### config.mk
export PLATFORM = sky130hd
export DESIGN_NAME = timing_control_unit
export DESIGN_NICKNAME = d
export VERILOG_FILES = /design/src/rtl/timing_control_unit_pkg.sv /design/src/rtl/decoder_3x8.sv /design/src/rtl/timing_control_unit.sv
export SDC_FILE = /design/constraint.sdc
export NUM_CORES = 1
export LEC_CHECK = 0
export BUFFER_PORTS_ARGS = -buffer_cell sky130_fd_sc_hd__clkbuf_2
export CORE_MARGIN = 3
export CORE_UTILIZATION = 32
export DETAILED_ROUTE_END_ITERATION = 10
export PLACE_DENSITY = 0.7
export SETUP_SLACK_MARGIN = 0.3
export SYNTH_ARGS = -nofsm -noshare
export SYNTH_HDL_FRONTEND = slang
export SYNTH_SLANG_ARGS = --single-unit
### constraint.sdc
create_clock -name clk -period 1.35 [get_ports clk]
set_input_delay 0.2025 -clock clk [delete_from_list [all_inputs] [get_ports clk]]
set_output_delay 0.2025 -clock clk [all_outputs]
set_load 0.03 [all_outputs]
### src/rtl/timing_control_unit_pkg.sv
// Shared constants for the timing control unit: sequence-counter sizing,
// symbolic timing indices and the register/IO-reference opcode.
package timing_control_unit_pkg;
  localparam int SC_W = 4;
  localparam int T_W  = 16;

  localparam int T_FETCH0 = 0;
  localparam int T_FETCH1 = 1;
  localparam int T_DECODE = 2;

  localparam logic [2:0] OP_D7 = 3'b111;
endpackage

### src/rtl/decoder_3x8.sv
// Combinational 3-to-8 one-hot decoder.
module decoder_3x8 (
  input  logic [2:0] i_sel,
  output logic [7:0] o_y
);
  always_comb begin
    o_y        = '0;
    o_y[i_sel] = 1'b1;
  end
endmodule

### src/rtl/timing_control_unit.sv
// Sequence counter, run flag and interrupt-cycle control producing the
// one-hot T timing signals and the opcode decode D/I.
module timing_control_unit #(
  parameter int SC_W = timing_control_unit_pkg::SC_W
) (
  input  logic                 clk,
  input  logic                 rst,
  input  logic                 start,
  input  logic                 hlt,
  input  logic                 sc_clr,
  input  logic [15:0]          ir,
  input  logic                 fgi,
  input  logic                 fgo,
  input  logic                 ien_set,
  input  logic                 ien_clr,
  output logic [2**SC_W-1:0]   T,
  output logic [7:0]           D,
  output logic                 I,
  output logic                 R,
  output logic                 ien,
  output logic                 running,
  output logic                 sc_err
);
  import timing_control_unit_pkg::*;

  localparam int TW = 2**SC_W;

  logic [SC_W-1:0] r_sc;
  logic            r_running;
  logic            r_r;
  logic            r_ien;
  logic            r_sc_err;

  logic [TW-1:0]   w_t;
  logic            w_int_end;
  logic            w_r_set;
  logic            w_sc_max;

  decoder_3x8 u_dec (
    .i_sel (ir[14:12]),
    .o_y   (D)
  );

  assign I = ir[15];

  always_comb begin
    w_t = '0;
    if (r_running) w_t[r_sc] = 1'b1;
  end

  // hlt outranks both ending and starting an interrupt cycle
  assign w_int_end = r_running & ~hlt & r_r & w_t[T_DECODE];
  assign w_r_set   = r_running & ~hlt & ~w_t[T_FETCH0] & ~w_t[T_FETCH1] &
                     ~w_t[T_DECODE] & r_ien & (fgi | fgo);
  assign w_sc_max  = &r_sc;

  always_ff @(posedge clk) begin
    if (rst) begin
      r_sc      <= '0;
      r_running <= 1'b0;
      r_r       <= 1'b0;
      r_ien     <= 1'b0;
      r_sc_err  <= 1'b0;
    end else begin
      if (!r_running) begin
        if (start && !hlt) begin
          r_running <= 1'b1;
          r_sc      <= '0;
        end
      end else if (hlt) begin
        r_running <= 1'b0;
        r_sc      <= '0;
      end else if (w_int_end) begin
        r_r  <= 1'b0;
        r_sc <= '0;
      end else if (sc_clr && !r_r) begin
        r_sc <= '0;
      end else begin
        r_sc <= r_sc + SC_W'(1);
        if (w_sc_max) r_sc_err <= 1'b1;
      end

      if (w_r_set) r_r <= 1'b1;

      if (ien_clr || w_int_end) r_ien <= 1'b0;
      else if (ien_set)         r_ien <= 1'b1;
    end
  end

  assign T       = w_t;
  assign R       = r_r;
  assign ien     = r_ien;
  assign running = r_running;
  assign sc_err  = r_sc_err;
endmodule

* Word-level counts from Yosys, hierarchy flattened *
Cells that the tools add are included.

operators by class
  reduce and logical (&&, ||, !) cells = 13
  mux-type cells = 17
  $lt $le $gt $ge = 4
  add/sub/neg operators = 1
  equal/unequal tests = 1
  bitwise logic cells = 15

operator list
  operator                                                    number
  two-way mux 4 bit                                           5
  two-way mux 16 bit                                          1
  two-way mux 1 bit                                           9
  AND 1 bit                                                   8
  AND reduction 8 bit                                         1
  NOT 1 bit                                                   6
  nonzero test 2 bit                                          3
  less-than comparator 4 x 5 -> 1 bit, second input constant  1
  adder 4 x 1 -> 4 bit, second input constant                 1
  demux 1 bit (select 4 bit)                                  1
  >= comparator 4 x 1 -> 1 bit, second input constant         1
  logical AND 1 bit                                           4
  less-than comparator 3 x 4 -> 1 bit, second input constant  1
  demux 1 bit (select 3 bit)                                  1
  >= comparator 3 x 1 -> 1 bit, second input constant         1
  AND reduction 3 bit                                         1
  zero test 1 bit                                             2
  inequality test 2 x 1 -> 1 bit, second input constant       1
  OR reduction 2 bit                                          1
  logical OR 1 bit                                            1
  bitwise OR 1 bit                                            1

word-level totals
  bits in registers = 8
  input port bits = 25
  word-level logic and storage cells = 56
  output and inout port bits = 29

* Logic depth before layout (Yosys ltp) *
Gate-level depths: netlist of run 1.

  depth after elaboration = 13
  gate-level depth with buffers = 5
  gate-level depth less buffers = 5

* Cells and area by module *
A second synthesis of run 1 with hierarchy kept.

second synthesis, totals
  cells, all modules = 83
  area, all modules = 615.6 sq um

modules (own cells, without submodules)
  module               cells each  times used  seq. area each (sq um)  area each (sq um)
  timing_control_unit  75          1           160.2                   550.5
  decoder_3x8          8           1           0.0                     65.1

* Worst setup path after synthesis of run 1 *
OpenSTA, ideal clock, no wires.

  kind = register to register
  start = register r_r (netlist: R)
  end = register r_sc[2]
  arrival time = 1,388 ps
  stages on the path, launching flop included = 5
  library setup time = 74 ps
  slack = -113 ps
  period minus slack after synthesis = 1,463 ps
  required time = 1,276 ps
  buffers on the path = 0
  path through = dfxtp_1 > and2b_1 > a311oi_4 > nand4bb_1 > a31oi_1

on the way
  word-level cells in the longest chain between the ends = 6
  elaborated cells between the ends (all ways) = 8
  those cells by class = 4 x mux; 2 x bitwise; 2 x reduce/logical

ends and longest elaborated chain
  element                 line                       text
  start, declared         timing_control_unit.sv:30  logic r_r;
  start signal, assigned  timing_control_unit.sv:61  r_r <= 1'b0;
  start signal, assigned  timing_control_unit.sv:74  r_r <= 1'b0;
  start signal, assigned  timing_control_unit.sv:83  if (w_r_set) r_r <= 1'b1;
  zero test 1 bit         timing_control_unit.sv:76  end else if (sc_clr && !r_r) begin
  logical AND 1 bit       timing_control_unit.sv:76
  two-way mux 4 bit       timing_control_unit.sv:76
  two-way mux 4 bit (*)   timing_control_unit.sv:73  end else if (w_int_end) begin
  two-way mux 4 bit (*)   timing_control_unit.sv:70  end else if (hlt) begin
  two-way mux 4 bit (*)   timing_control_unit.sv:65  if (!r_running) begin
  end signal, assigned    timing_control_unit.sv:79  r_sc <= r_sc + SC_W'(1);
  end, declared           timing_control_unit.sv:28  logic [SC_W-1:0] r_sc;

Mark *: on every way between the ends. The rest lies on a longest branch, timed or not.
A chain may end at the register's enable or synchronous reset.

* Worst setup path after layout of run 1 *
  start = register r_sc[0]
  end = output port T[14]

on the way
  word-level cells in the longest chain between the ends = 5
  elaborated cells between the ends (all ways) = 6
  those cells by class = 2 x order compare; 3 x mux; 1 x reduce/logical

ends and longest elaborated chain
  element                                                                                                    line                       text
  less-than comparator 4 x 5 -> 1 bit (not written as such) or >= comparator 4 x 1 -> 1 bit (tied branches)  timing_control_unit.sv:48  if (r_running) w_t[r_sc] = 1'b1;
  logical AND 1 bit (not written as such)                                                                    timing_control_unit.sv:48
  two-way mux 1 bit (not written as such)                                                                    timing_control_unit.sv:48
  demux 1 bit (select 4 bit) (*)                                                                             timing_control_unit.sv:48
  two-way mux 16 bit (*)                                                                                     timing_control_unit.sv:48
  end, declared                                                                                              timing_control_unit.sv:16  output logic [2**SC_W-1:0] T,

Marks and branches as above.

==> results of run 1 <==
-- flip-flops by register name, indices dropped and copies added, names as in the netlist --
name and flops:
r_sc 4, R 1, sc_err 1, running 1
ien 1
-- per-stage QoR --
| stage | util (%) | setup WS, ps |
|---|---|---|
| floorplan | - | 95.34 |
| global placement | 63.04 | -10.31 |
| detailed placement | 63.04 | -26.46 |
| CTS | 83.77 | -83.30 |
| global route | 87.27 | -144.5 |
| finish | 87.27 | -94.96 |
-- final cells by class --
type	instances	area (um^2)
inverters	3	18.77
fillers	77	205.2
multi-input cells	67	676.9
flip-flops and latches	8	182.7
repair buffers	53	475.5
well taps	24	30.03
clock buffers	3	22.52
-- cell families (layout without fill, tap and decap cells) --
logic type,Yosys count,after routing
flops,8,8
mux,1,1
buf+inv,5,59
compound gates,9,9
fa+ha+maj,4,4
simple gates,53,53
-- power breakdown --
part           internal (mW)  total (mW)  switching [mW]
combinational         0.0524       0.133          0.0805
clock                  0.102       0.183          0.0814
sequential             0.229       0.240          0.0110
total                  0.384       0.557           0.173
-- worst paths after layout --
kind | start | to | cells after the start
worst max-delay path | r_sc[0]$_SDFFE_PP0P_ | T[14] | 5
worst min-delay path | ien_clr | ien$_SDFFE_PP0P_ | 2
worst max register to register | R$_SDFFE_PP0P_ | r_sc[2]$_SDFFE_PP0P_ | 4
worst min register to register | sc_err$_SDFFE_PP0P_ | sc_err$_SDFFE_PP0P_ | 2
-- synthesized netlist by cell type, types with 2 or more instances --
master / number
nor2_1: 24
dfxtp_1: 8
nand2_1: 8
a31oi_1: 4
ha_1: 4
nor3_1: 4
inv_1: 3
nand3b_1: 3
nor3b_1: 3
and3_1: 2
and3b_1: 2
-- timing repair --
action,CTS,global route
cloned,0,0
pin swaps,10,7
resized for setup,64,18
setup endpoints to repair,24,27
buffers inserted,5,4
-- metal layers --
metal | up-vias | track usage [%]
li1 | 385 | -
met1 | 392 | 16.94
met2 | 45 | 38.91
met3 | 4 | 4.281
met4 | 0 | 7.109
met5 | - | 0
==> results.cfg, run 1 <==
[global_routing]
grt_pass1_wl_um = 3491
grt-ovfl-total = 0
grt_pass1_vias = 765
antenna_found_initial = 0
grt_max_degree = 9
grt.total_usage_pct = 18.72

[synthesis]
ys_top_cells_by_area = dfxtp_1, nor2_1, ha_1
yosys.area.top_type = dfxtp_1
synth_simple_gate_area_share_pct = 45.65
synth-xor-area-share_pct = 0
synthDistinctLibCells = 26
synth_top_family_by_area = simple AND/OR/NAND/NOR gates
synth_seq_area_share_pct = 27.18
synth.area.mux_share_pct = 1.699
synth_cells = 80
yosysTopAreaCellShare_pct = 27.18
syn-num-nets = 109
async_reset_ff_share_pct = 0
yosys.area_share.adder_pct = 8.493
synth_edf_count = 0
synth_compound_area_share_pct = 13.16
synth_seq_cells = 8
yosys_warnings = 0
syn_avg_cell_area_um2 = 7.366
synth_top_flop_cell = dfxtp_1
netlist_area_um2 = 589.3

[placed_design]
io_buffers = 39
place_area_um2 = 1016
hpwlAfterDp_um = 1415
dp.cells = 146
gp_congestion = 0.7052

[worst_hold_path]
hold_class = in2reg

[timing]
rsz0062_at_grt = true
period_share_pct = 107.0
fin_crit_ps = 1445
holdWs_ps = 122.3
fin_setup_tns_ps = -1252
final_hold_viol_count = 0
tightest_slew_ps = 376.8
report.final.slew_viol_count = 0
final-setup-viol-count = 22
clock_skew_ps = 4.204
fmax_ghz = 0.6921
relSlewSlack_pct = 74.88
setup_ws_ps = -94.96

[critical_path]
cp.arrival_ps = 1240
cp-start-kind = flop
rrSetupSlack_ps = -50
critPathMaxFanout = 5
critical_path_class = reg2out
path_cells = inv_6 -> ha_4 -> nand2_8 -> nor2_4 -> buf_8
cp_slowest_cell = dfxtp_4
worstPathRequired_ps = 1150
critPathCaptureType = output pin
max_stage_delay_ps = 380
path_delay_family = flip-flops
worst-path-buf-inv = 2

[floorplan]
die_y_um = 48.92
core_area_um2 = 1612
rows = 14
dieWidth_um = 48.92
die-area_um2 = 2393
io_pins = 54
initial_utilization_pct = 36.57

[power_and_ir_drop]
finalPower_mw = 0.5566
p_leak_nw = 0.5717
vdd_drop_max_v = 0.0004024
p_per_area_nw_per_um2 = 395.7

[final_layout]
fin_area_um2 = 1406
num-nets-final = 165
area.growth.synth_to_final_pct = 138.6
final_layout_size_suffix_gt1_share_pct = 76.12
diodes = 0
fin_cells = 158
layout_commonest_cell = clkbuf_2
mostFrequentLayoutCells = clkbuf_2, nor2_4, buf_4

[clock_network]
cts_max_path_buffers = 2
clk_pin_slew_ps = 60
cts_hold_buf = 0
htreeDepth = 1
clock_latency_ps = 250
tritoncts = built
cts.sinks = 8
cts-buffers-inserted = 3
cts-root-buf = clkbuf_4

[routing]
topRoutingLayerUsed = met4
wl_per_cell_um = 16.86
via_per_inst = 5.228
drtPass1Iterations = 4
drtAntennaViolNets = 0
drcViolationCount = 0
via_count = 826
drt_wl_total_um = 2664
wl_met3_um = 147
dr_wl_met2_um = 1498
dr.first_iter.drc_count = 7
wl_met1_um = 985

[outcome]
status = complete, but fails checks
violations = setup timing

[flow_run]
drv_cap = 0
No activity file was read; power rests on OpenSTA's default activity.
==> run 2: changes to the inputs <==
- CORE_UTILIZATION: 32 -> 36
- PLACE_DENSITY: 0.7 -> 0.74
- clock period: 1.35 -> 1.55 ns (I/O delays scaled with it)
==> results.cfg, run 2 (synthesis results as in run 1) <==
[outcome]
status = finished, final reports clean

[clock_network]
cts_max_path_buffers = 2
htreeDepth = 1
tritoncts = built
cts-buffers-inserted = 3
cts.sinks = 8
cts-root-buf = clkbuf_4
clock_latency_ps = 250
clk_pin_slew_ps = 60
cts_hold_buf = 0

[routing]
wl_per_cell_um = 19.32
wl_met1_um = 1086
dr_wl_met2_um = 1453
topRoutingLayerUsed = met4
drcViolationCount = 0
drtAntennaViolNets = 0
via_per_inst = 5.600
wl_met3_um = 191
drt_wl_total_um = 2801
dr.first_iter.drc_count = 21
via_count = 812
drtPass1Iterations = 4

[power_and_ir_drop]
p_leak_nw = 0.5274
finalPower_mw = 0.5074
p_per_area_nw_per_um2 = 386.6
vdd_drop_max_v = 0.0007284

[critical_path]
critical_path_class = reg2reg
worstPathRequired_ps = 1710
cp-start-kind = flop
critPathCaptureType = flop
cp.arrival_ps = 1670
critPathMaxFanout = 6

[global_routing]
grt_pass1_wl_um = 3187
grt_max_degree = 9
grt.total_usage_pct = 21.50
antenna_found_initial = 0
grt_pass1_vias = 726
grt-ovfl-total = 0

[placed_design]
hpwlAfterDp_um = 1324
dp.cells = 132
io_buffers = 39
gp_congestion = 0.7046
pre_cts_ws_ps = 169.4
place_area_um2 = 855.8

[timing]
setup_ws_ps = 42.15
fmax_ghz = 0.6632
final_hold_viol_count = 0
tightest_slew_ps = 521.3
report.final.slew_viol_count = 0
period_share_pct = 97.28
clock_skew_ps = 4.971
relSlewSlack_pct = 65.24
final-setup-viol-count = 0
rsz0062_at_grt = true
fin_crit_ps = 1508

[final_layout]
final_layout_size_suffix_gt1_share_pct = 69.23
fin_cells = 145
num-nets-final = 160
regMostFlops = r_sc
layout_commonest_cell = clkbuf_2
largest_reg_flops = 4
fin_area_um2 = 1313
diodes = 0
nFillCells = 48
area.growth.synth_to_final_pct = 122.7
mostFrequentLayoutCells = clkbuf_2, nor2_4, buf_8
fin_util_pct = 92.75

[floorplan]
core_area_um2 = 1415
die-area_um2 = 2159
die_y_um = 46.46
dieWidth_um = 46.46
rows = 13
initial_utilization_pct = 41.64
io_pins = 54

[worst_hold_path]
hold_class = in2reg

[flow_run]
drv_cap = 0
-- run 2: cell count changes in the layout (fill, tap and decap cells not counted), sizes merged --
cell | previous run | this run
clkbuf | 30 | 32
buf | 26 | 20
-- run 2: per-layer routing --
layer / track usage, % / vias to the layer above
met3: 6.250 / 8
met1: 21.43 / 386
met5: 0 / -
met4: 14.77 / 0
met2: 37.64 / 41
li1: - / 377
-- run 2: path summary, 6_finish.rpt --
check / slack (ps) / depth (start not counted) / endpoint / from
worst max-delay path: 40 / 5 / r_sc[2]$_SDFFE_PP0P_ / r_sc[0]$_SDFFE_PP0P_
worst min-delay path: 150 / 2 / ien$_SDFFE_PP0P_ / ien_clr
worst max register to register: 40 / 5 / r_sc[2]$_SDFFE_PP0P_ / r_sc[0]$_SDFFE_PP0P_
worst min register to register: 510 / 1 / ien$_SDFFE_PP0P_ / R$_SDFFE_PP0P_
-- run 2: where the power goes --
| part | switching, mW | internal (mW) |
|---|---|---|
| Combinational | 0.0721 | 0.0524 |
| Sequential | 0.00873 | 0.200 |
| Clock | 0.0757 | 0.0988 |
| Total | 0.157 | 0.351 |
-- run 2: critical path: stages (launching register included) --
cell       delay (ps)
dfxtp_4           400
inv_4              60
ha_4              180
a311oi_4          370
nand4bb_1         180
a31oi_1           220
-- run 2: stage by stage --
step                hold slack [ps]  TNS (ps)
floorplan                     301.9         0
global placement              414.6         0
detailed placement            421.9         0
CTS                           133.5         0
global route                  143.5    -2.841
finish                        152.4         0
-- run 2: timing repair --
action,in CTS,in global routing
setup buffers,4,5
pin swaps,13,5
gates cloned,0,0
endpoints found under the hold margin,0,0
setup endpoints to repair,22,22
resized for setup,56,28
-- run 2: cell type report --
| type | count | area, um^2 | area share [%] |
|---|---|---|---|
| tap | 15 | 18.77 | 1.430 |
| multi-input combinational | 67 | 620.6 | 47.28 |
| clock buffer | 4 | 26.28 | 2.002 |
| inverter | 3 | 16.27 | 1.239 |
| sequential | 8 | 182.7 | 13.92 |
| timing repair buffer | 48 | 447.9 | 34.13 |
==> run 3: changes to the inputs <==
- ABC_AREA: unset -> 0
- CELL_PAD_IN_SITES_DETAIL_PLACEMENT: unset -> 1
- CELL_PAD_IN_SITES_GLOBAL_PLACEMENT: unset -> 1
- CORE_ASPECT_RATIO: unset -> 0.6
- CORE_UTILIZATION: 36 -> 23
- SETUP_SLACK_MARGIN: 0.3 -> 0.15
==> results.cfg, run 3 (synthesis results as in run 1) <==
[outcome]
status = finished, final reports clean

[global_routing]
grt_most_used_layer = met2
met1_usage_pct = 22.35
grt_pass1_wl_um = 4498
grt-ovfl-total = 0
grt.total_usage_pct = 19.00
use_met3_pct = 6.444
grt_max_degree = 10
grt_pass1_vias = 818
met2_usage_pct = 32.12
antenna_found_initial = 0

[routing]
dr.first_iter.drc_count = 27
drtAntennaViolNets = 0
wl_per_cell_um = 24.27
drcViolationCount = 0
via_count = 863
drt_wl_total_um = 3907
via_per_inst = 5.360
drtPass1Iterations = 4

[critical_path]
critPathMaxFanout = 4
critPathCaptureType = output pin
path_cells = inv_4 -> buf_6 -> ha_4 -> nand2_8 -> nor2_4 -> buf_8
cp-start-kind = flop
worst_r2r_startpoint = r_sc[0]$_SDFFE_PP0P_
critical_path_class = reg2out
max_stage_delay_ps = 350
cp.arrival_ps = 1310
critPathLaunch = r_sc[0]$_SDFFE_PP0P_
cp_slowest_cell = dfxtp_4
worstPathRequired_ps = 1320

[clock_network]
cts_max_path_buffers = 2
clk_pin_slew_ps = 50
cts.sinks = 8
cts-buffers-inserted = 3
tritoncts = built
htreeDepth = 1
clock_latency_ps = 230
cts-root-buf = clkbuf_8

[final_layout]
layout_commonest_cell = clkbuf_2
num-nets-final = 162
nFillCells = 259
regMostFlops = r_sc
diodes = 0
area.growth.synth_to_final_pct = 134.0
fin_util_pct = 60.12
mostFrequentLayoutCells = clkbuf_2, nor2_4, buf_8
largest_reg_flops = 4
final_layout_size_suffix_gt1_share_pct = 70.99

[timing]
setup_ws_ps = 11.96
clock_skew_ps = 2.848
fmax_ghz = 0.6502
report.final.slew_viol_count = 0
period_share_pct = 99.23
tightest_slew_ps = 557.8
final-setup-viol-count = 0
rsz0062_at_grt = true
final_hold_viol_count = 0
fin_setup_tns_ps = 0
fin_crit_ps = 1538
relSlewSlack_pct = 62.81

[floorplan]
die-area_um2 = 3226
die_y_um = 45.21
dieWidth_um = 71.35
rows = 13
core_area_um2 = 2293
initial_utilization_pct = 25.70
io_pins = 54

[power_and_ir_drop]
p_per_area_nw_per_um2 = 442.9
finalPower_mw = 0.6107
p_leak_nw = 0.5745
vdd_drop_max_v = 0.0003524

[worst_hold_path]
hold_start = ien_clr
hold_class = in2reg

[flow_run]
drv_cap = 0

[placed_design]
pre_cts_ws_ps = -6.848
io_buffers = 39
gp_congestion = 0.7750
hpwlAfterDp_um = 1798
## run 3: cell count changes in the layout (fill, tap and decap cells not counted), moves of 3 or more
| cell | change |
|---|---|
| nor2_4 | +3 |
| buf_6 | +3 |
| nor2_2 | -3 |
| clkbuf_4 | -4 |
| clkbuf_8 | +3 |
## run 3: what timing repair did
action,CTS,global route
gates resized for setup,64,50
endpoints found under the setup margin,22,22
pin swaps,5,16
buffers inserted,1,9
hold buffers,0,0
## run 3: cell type report
cell class                      instances  area (um^2)  share of cell area (%)
Multi-Input combinational cell         67        636.9                   46.19
Timing Repair Buffer                   50        466.7                   33.85
Tap cell                               30        37.54                   2.722
Clock buffer                            3        41.29                   2.995
Inverter                                3        16.27                   1.180
Sequential cell                         8        180.2                   13.07
## run 3: routing by layer
metal,vias to the layer above,share of wire (%)
met5,-,0
met4,0,3.2
met3,10,5.1
met2,34,48
met1,441,43
li1,378,-
## run 3: where the power goes
group / internal [mW] / total (mW) / switching, mW / leakage [nW]
clock: 0.169 / 0.265 / 0.0952 / 0.0216
sequential: 0.202 / 0.208 / 0.00609 / 0.0692
combinational: 0.0521 / 0.138 / 0.0856 / 0.484
## run 3: critical path, delay by kind of cell, from the launching register on
| kind | cells | cell delay (ps) |
|---|---|---|
| fa+ha+maj | 1 | 170 |
| buf+inv | 3 | 310 |
| flops | 1 | 350 |
| simple gates | 2 | 230 |
## run 3: path summary, 6_finish.rpt
kind | endpoint | slack [ps] | cells past startpoint
max | T[4] | 10 | 6
min | ien$_SDFFE_PP0P_ | 190 | 2
max reg2reg | r_sc[2]$_SDFFE_PP0P_ | 70 | 6
min reg2reg | sc_err$_SDFFE_PP0P_ | 520 | 2
## run 3: metrics by stage
stage | area [um^2] | hold slack (ps) | instances
after global routing | 1379 | 196.3 | 161
after CTS | 1094 | 181.7 | 152
after global placement | 820.8 | 409.6 | 148
final | 1379 | 192.1 | 161
after floorplan | 591.8 | 304.3 | 80
after detailed placement | 820.8 | 424.5 | 148
